===== config.mk =====
export PLATFORM = sky130hd
export DESIGN_NAME = keypad_scan_ctrl_flat
export DESIGN_NICKNAME = d
export VERILOG_FILES = /design/src/rtl/keypad_scan_if.sv /design/src/rtl/keypad_scan_ctrl.sv /design/src/flat_wrapper.sv
export SDC_FILE = /design/constraint.sdc
export NUM_CORES = 1
export LEC_CHECK = 0
export ABC_CLOCK_PERIOD_IN_PS = 3400
export BUFFER_PORTS_ARGS = -buffer_cell sky130_fd_sc_hd__buf_2
export CAP_MARGIN = 10
export CORE_ASPECT_RATIO = 0.8
export CORE_MARGIN = 2
export CORE_UTILIZATION = 55
export CTS_CLUSTER_SIZE = 16
export DETAILED_ROUTE_END_ITERATION = 8
export PLACE_DENSITY = 0.76
export SYNTH_ARGS = -nofsm -noshare
export SYNTH_HDL_FRONTEND = slang
export SYNTH_SLANG_ARGS = --single-unit

===== constraint.sdc =====
create_clock -name clk -period 3.4 [get_ports clk]
set_input_delay 0.34 -clock clk [delete_from_list [all_inputs] [get_ports clk]]
set_output_delay 0.34 -clock clk [all_outputs]
set_load 0.005 [all_outputs]

===== src/rtl/keypad_scan_if.sv =====
// Keypad scan controller bundle: matrix pins, debouncer hand-off and code buffer.
// The master side is the controller; the slave side is the keypad, debouncer and consumer.
interface keypad_scan_if #(
  parameter int N_DIGITS = 4
);
  logic [3:0]            col_in;
  logic [3:0]            row_out;
  logic                  deb_btn;
  logic [3:0]            deb_data;
  logic                  deb_pulse;
  logic                  key_stb;
  logic [3:0]            key_code;
  logic [4*N_DIGITS-1:0] code;
  logic [2:0]            code_len;
  logic                  code_ready;
  logic                  code_ack;

  modport master (
    input  col_in, deb_pulse, code_ack,
    output row_out, deb_btn, deb_data, key_stb, key_code, code, code_len, code_ready
  );

  modport slave (
    output col_in, deb_pulse, code_ack,
    input  row_out, deb_btn, deb_data, key_stb, key_code, code, code_len, code_ready
  );
endinterface


===== src/rtl/keypad_scan_ctrl.sv =====
// 4x4 keypad row scanner: locks onto one pressed key, hands it to the debouncer,
// waits for release and assembles accepted digits into a BCD code buffer.
module keypad_scan_ctrl #(
  parameter int SCAN_DIV = 5000,
  parameter int SETTLE   = 16,
  parameter int REL_CYC  = 4000,
  parameter int N_DIGITS = 4
) (
  input  logic           clk,
  input  logic           reset,
  keypad_scan_if.master  kp
);
  localparam int DW = $clog2(SCAN_DIV);
  localparam int RW = $clog2(REL_CYC + 1);
  localparam int CW = 4 * N_DIGITS;

  // Indexed by {row, col}; row 3 holds * (E), 0, # (F), D.
  localparam logic [15:0][3:0] KEYMAP = {
    4'hD, 4'hF, 4'h0, 4'hE,
    4'hC, 4'h9, 4'h8, 4'h7,
    4'hB, 4'h6, 4'h5, 4'h4,
    4'hA, 4'h3, 4'h2, 4'h1
  };

  typedef enum logic [1:0] {SCAN, PRESS, ACCEPT, RELEASE} state_t;

  state_t        state_q, state_d;
  logic [1:0]    row_q;
  logic [DW-1:0] cnt_q;
  logic [RW-1:0] rel_q;
  logic [1:0]    col_q;
  logic [3:0]    key_q;
  logic          deb_btn_q;
  logic [3:0]    key_code_q;
  logic [CW-1:0] code_q;
  logic [2:0]    len_q;
  logic          ready_q;

  logic [3:0]    low;
  logic          one_low;
  logic [1:0]    col_hit;
  logic          lat_high, all_high, scan_end, rel_done;
  logic [CW+3:0] code_shift;

  assign low      = ~kp.col_in;
  assign one_low  = (low != 4'h0) && ((low & (low - 4'd1)) == 4'h0);
  assign lat_high = kp.col_in[col_q];
  assign all_high = (kp.col_in == 4'hF);
  assign scan_end = (cnt_q == DW'(SCAN_DIV - 1));
  assign rel_done = (rel_q == RW'(REL_CYC - 1));
  assign code_shift = {code_q, key_q};

  always_comb begin
    col_hit = 2'd0;
    for (int i = 0; i < 4; i++)
      if (low[i]) col_hit = i[1:0];
  end

  always_ff @(posedge clk or posedge reset) begin
    if (reset) state_q <= SCAN;
    else       state_q <= state_d;
  end

  always_comb begin
    state_d = state_q;
    case (state_q)
      SCAN:    if (cnt_q >= DW'(SETTLE) && one_low) state_d = PRESS;
      PRESS:   if (kp.deb_pulse)             state_d = ACCEPT;
               else if (lat_high && rel_done) state_d = RELEASE;
      ACCEPT:  state_d = RELEASE;
      RELEASE: if (all_high && rel_done)      state_d = SCAN;
      default: state_d = SCAN;
    endcase
  end

  // Scan position, latched key and release qualification.
  always_ff @(posedge clk or posedge reset) begin
    if (reset) begin
      row_q      <= 2'd0;
      cnt_q      <= '0;
      rel_q      <= '0;
      col_q      <= 2'd0;
      key_q      <= 4'hF;
      deb_btn_q  <= 1'b0;
      key_code_q <= 4'h0;
    end else begin
      deb_btn_q <= 1'b0;
      case (state_q)
        SCAN: begin
          rel_q <= '0;
          if (state_d == PRESS) begin
            col_q     <= col_hit;
            key_q     <= KEYMAP[{row_q, col_hit}];
            deb_btn_q <= 1'b1;
          end else if (scan_end) begin
            row_q <= row_q + 2'd1;
            cnt_q <= '0;
          end else begin
            cnt_q <= cnt_q + DW'(1);
          end
        end
        PRESS: begin
          if (state_d == PRESS) begin
            deb_btn_q <= ~lat_high;
            rel_q     <= lat_high ? rel_q + RW'(1) : '0;
          end else begin
            rel_q <= '0;
          end
          if (kp.deb_pulse) key_code_q <= key_q;
        end
        ACCEPT: rel_q <= '0;
        RELEASE: begin
          if (state_d == SCAN) begin
            row_q <= row_q + 2'd1;
            cnt_q <= '0;
            rel_q <= '0;
          end else begin
            rel_q <= all_high ? rel_q + RW'(1) : '0;
          end
        end
        default: ;
      endcase
    end
  end

  // Code buffer: an ack always wins; a ready buffer only listens for '*'.
  always_ff @(posedge clk or posedge reset) begin
    if (reset) begin
      code_q  <= '0;
      len_q   <= 3'd0;
      ready_q <= 1'b0;
    end else if (kp.code_ack) begin
      code_q  <= '0;
      len_q   <= 3'd0;
      ready_q <= 1'b0;
    end else if (state_q == ACCEPT) begin
      if (ready_q) begin
        if (key_q == 4'hE) begin
          code_q  <= '0;
          len_q   <= 3'd0;
          ready_q <= 1'b0;
        end
      end else if (key_q == 4'hE) begin
        code_q <= '0;
        len_q  <= 3'd0;
      end else if (key_q == 4'hF) begin
        if (len_q != 3'd0) ready_q <= 1'b1;
      end else if (key_q <= 4'h9 && len_q < 3'(N_DIGITS)) begin
        code_q <= code_shift[CW-1:0];
        len_q  <= len_q + 3'd1;
      end
    end
  end

  assign kp.row_out    = ~(4'b0001 << row_q);
  assign kp.deb_btn    = deb_btn_q;
  assign kp.deb_data   = key_q;
  assign kp.key_stb    = (state_q == ACCEPT);
  assign kp.key_code   = key_code_q;
  assign kp.code       = code_q;
  assign kp.code_len   = len_q;
  assign kp.code_ready = ready_q;
endmodule


===== src/flat_wrapper.sv =====
// flat-port wrapper written by rule: the top's interface ports become plain ports
module keypad_scan_ctrl_flat 
#(
  parameter int SCAN_DIV = 5000,
  parameter int SETTLE   = 16,
  parameter int REL_CYC  = 4000,
  parameter int N_DIGITS = 4
)
  (clk, reset, kp_col_in, kp_deb_pulse, kp_code_ack, kp_row_out, kp_deb_btn, kp_deb_data, kp_key_stb, kp_key_code, kp_code, kp_code_len, kp_code_ready);
  keypad_scan_if #(.N_DIGITS(N_DIGITS)) kp_i ();
  input  logic clk;
  input  logic reset;
  input wire logic [$bits(kp_i.col_in)-1:0] kp_col_in;
  input wire logic [$bits(kp_i.deb_pulse)-1:0] kp_deb_pulse;
  input wire logic [$bits(kp_i.code_ack)-1:0] kp_code_ack;
  output wire logic [$bits(kp_i.row_out)-1:0] kp_row_out;
  output wire logic [$bits(kp_i.deb_btn)-1:0] kp_deb_btn;
  output wire logic [$bits(kp_i.deb_data)-1:0] kp_deb_data;
  output wire logic [$bits(kp_i.key_stb)-1:0] kp_key_stb;
  output wire logic [$bits(kp_i.key_code)-1:0] kp_key_code;
  output wire logic [$bits(kp_i.code)-1:0] kp_code;
  output wire logic [$bits(kp_i.code_len)-1:0] kp_code_len;
  output wire logic [$bits(kp_i.code_ready)-1:0] kp_code_ready;
  assign kp_i.col_in = kp_col_in;
  assign kp_i.deb_pulse = kp_deb_pulse;
  assign kp_i.code_ack = kp_code_ack;
  assign kp_row_out = kp_i.row_out;
  assign kp_deb_btn = kp_i.deb_btn;
  assign kp_deb_data = kp_i.deb_data;
  assign kp_key_stb = kp_i.key_stb;
  assign kp_key_code = kp_i.key_code;
  assign kp_code = kp_i.code;
  assign kp_code_len = kp_i.code_len;
  assign kp_code_ready = kp_i.code_ready;
  keypad_scan_ctrl #(.SCAN_DIV(SCAN_DIV), .SETTLE(SETTLE), .REL_CYC(REL_CYC), .N_DIGITS(N_DIGITS)) u_core (.clk(clk), .reset(reset), .kp(kp_i));
endmodule

==> run summary <==
largest net degree at the start of global routing - 40
DP HPWL - 4630 um
period utilization - 85.5%
Synth async-reset ratio - 100%
Final ANT Viol Nets - 0
clock power share - 48.8%
initial antenna violation count - 0
CTS tree - built
Sw Share - 21.7%
synth-to-layout area growth - 15.4%
Reg clk slew, reported paths - 0.07 ns
# H-tree levels - 3
Initial Util - 56.8%
first-pass GRT wire length - 11300 um
Wirelength per Cell - 13.6 um
Hold Fails Final Rpt - 0
Post-Place Cells - 472
vias in the first global route - 2406
Post-CTS Hold Fix Bufs - 0
Max VDD drop - 326 uV
Post-Syn Area - 3360 um2
Vias/cell - 5.52
Syn Nets - 385
drt first-iter violations - 216
Root Buffer - clkbuf_8
share of layout cells above drive strength 1 - 20.9%
Seq/Total Area, Yosys - 44.9%
Worst-Skew Late Latency - 0.34 ns
Via Count - 2693
io pins - 42
EDFF count, synth - 0
CTS Buf Count - 9
gpl congestion - 0.811
drt first pass iters - 4
crit path time final - 2.91 ns
status - completed
min-delay worst type - in -> async
critical path fanouts, max - 16
# nets final - 428
final non-filler cell total - 488
unrepaired setup endpoints after global routing - no
Setup TNS Final - 0 ns
Slew Viols, Final - 0
ant diodes - 0
Fill cells - 491
Final setup viols - 0
Rel. slew slack - 31.4%
Final Util - 65.5%
WP data required - 3.60 ns
Max-Cap Viols - 0
Fmax - 344 MHz
crit start category - register
CTS resizes - 0
Syn Inst Count - 359
combinational power share - 4.7%
total wire length - 6640 um
DIE AREA - 6750 um2
total track usage - 21.4%
Worst Tran Pin Value - 1.03 ns
warnings from Yosys - 0
width of the die - 91.3 um
GRT overflow - 0
placed cell area - 3640 um2
# port buffers - 41
Clock Tree Buf Depth - 2
Core ar. - 5910 um2
Sequential Power Share - 46.6%
Sink Count - 60
Synth Flop Type - dfrtp_1
Setup Buffers After CTS - 0
Post-route DRC - 0
synthesized flop and latch total - 60
CP endpoint kind - register
cell internal pwr - 0.00122 W
CP Class - reg -> reg
PwrDens - 401 nW/um2
worst setup skew after layout - 0.0139 ns
Final Instance Area - 3870 um2
Netlist cell types - 50
Die H - 73.9 um
Switch Pwr - 0.000338 W
static leakage - 1.85 nW
crit path DAT - 3.11 ns
Synth Area per Inst - 9.35 um2
Cell Rows - 25
## layout make-up
cell class	count	area [um2]	area share [%]
inverter	25	93.8	2.42
clock inverter	3	68.8	1.78
tap	81	101	2.62
sequential	60	1510	38.9
multi-input combinational	261	1700	43.9
clock buffer	13	169	4.36
timing repair buffer	45	235	6.07
## synth_stat cells, types with 2 or more instances
cell type / instances / area, um2
nor2_1: 36 / 135
o21ai_2: 2 / 17.5
mux2i_1: 2 / 20.0
nand2_1: 55 / 206
nand2b_1: 5 / 31.3
o21ai_0: 34 / 170
xnor2_1: 6 / 52.6
a31oi_1: 2 / 12.5
o211a_1: 2 / 20.0
nor3_1: 4 / 20.0
o31ai_1: 13 / 97.6
nand3_1: 11 / 55.1
nor4_1: 3 / 18.8
o31ai_2: 2 / 25.0
buf_2: 3 / 15.0
a21o_1: 2 / 15.0
nand4_1: 3 / 18.8
clkbuf_1: 9 / 33.8
xor2_1: 6 / 52.6
dfstp_2: 4 / 105
nor2b_1: 4 / 25.0
mux2_2: 5 / 56.3
a21oi_1: 7 / 35.0
dfrtp_1: 56 / 1400
or4_1: 3 / 22.5
and3_1: 8 / 50.1
nand4b_1: 3 / 26.3
inv_1: 25 / 93.8
ha_1: 18 / 225
a211oi_1: 4 / 30.0
o21ai_1: 3 / 15.0
## per-stage QoR
| step | hold WS (ns) | setup WS (ns) | power, W |
|---|---|---|---|
| final | 0.151 | 0.493 | 0.00156 |
| after global routing | 0.211 | 0.285 | 0.00161 |
| after CTS | 0.173 | 0.518 | 0.00157 |
| after detailed placement | 0.465 | 0.515 | 0.000811 |
| after global placement | 0.457 | 0.652 | 0.000810 |
| after floorplan | 0.455 | 0.858 | 0.000785 |
## critical path: stages, from the launching register on
cell and delay, ns:
dfrtp_1 0.39, ha_1 0.23, nand4_1 0.25, nor4_1 0.47, a211oi_1 0.15, a211oi_2 0.42
a2bb2oi_4 0.42, or3_4 0.31, o21ai_0 0.12
## cell families after synthesis
group	share of synthesized area [%]
multiplexers	3.28
buffers and inverters	4.58
XOR/XNOR	3.13
flip-flops	44.9
adder cells (fa/ha/maj)	6.71
AND/OR/NAND/NOR	20.0
AO/OA/AOI/OAI	17.4
## sequential cells by signal, indices dropped and copies added (netlist names)
| signal | count |
|---|---|
| u_core.cnt_q | 13 |
| u_core.col_q | 2 |
| u_core.kp.code | 16 |
| u_core.kp.code_len | 3 |
| u_core.kp.code_ready | 1 |
| u_core.kp.deb_btn | 1 |
| u_core.kp.deb_data | 4 |
| u_core.kp.key_code | 4 |
| u_core.rel_q | 12 |
| u_core.row_q | 2 |
| u_core.state_q | 2 |
## metal layers
layer  GRT usage, %  routed length, um
met1           30.1               3240
met5              0                  0
met4           4.55                 15
met3           7.28                316
met2           32.3               3070
## cells in the final DEF (no fill, tap or decap), types with 5 or more instances in the layout
master,n
dfrtp_1,56
nand2_1,55
buf_2,41
nor2_1,35
o21ai_0,34
inv_1,24
ha_1,18
o31ai_1,13
clkbuf_8,12
nand3_1,11
and3_1,8
a21oi_1,7
xnor2_1,6
xor2_1,6
mux2_2,5
nand2b_1,5
## path summary, 6_finish.rpt
check	startpoint	end	slack [ns]	cells past startpoint
hold / removal	reset	u_core.kp.code[12]$_DFFE_PP0P_	0.15	2
hold reg to reg	u_core.kp.code[14]$_DFFE_PP0P_	u_core.kp.code[14]$_DFFE_PP0P_	0.48	2
setup / recovery	u_core.rel_q[0]$_DFF_PP0_	u_core.cnt_q[5]$_DFFE_PP0P_	0.49	8
setup reg to reg	u_core.rel_q[0]$_DFF_PP0_	u_core.cnt_q[5]$_DFFE_PP0P_	0.49	8
max in group asynchronous	reset	u_core.rel_q[8]$_DFF_PP0_	2.43	3
min in group clk	kp_code_ack	u_core.kp.code[0]$_DFFE_PP0P_	0.37	4
## power groups by stage
stage | logic (W) | clock network [W] | registers (W)
floorplan | 0.0000484 | 0 | 0.000737
global placement | 0.0000730 | 0 | 0.000737
detailed placement | 0.0000739 | 0 | 0.000737
CTS | 0.0000742 | 0.000775 | 0.000724
global route | 0.0000850 | 0.000806 | 0.000724
finish | 0.0000725 | 0.000759 | 0.000724
No activity file was read; power rests on OpenSTA's default activity.
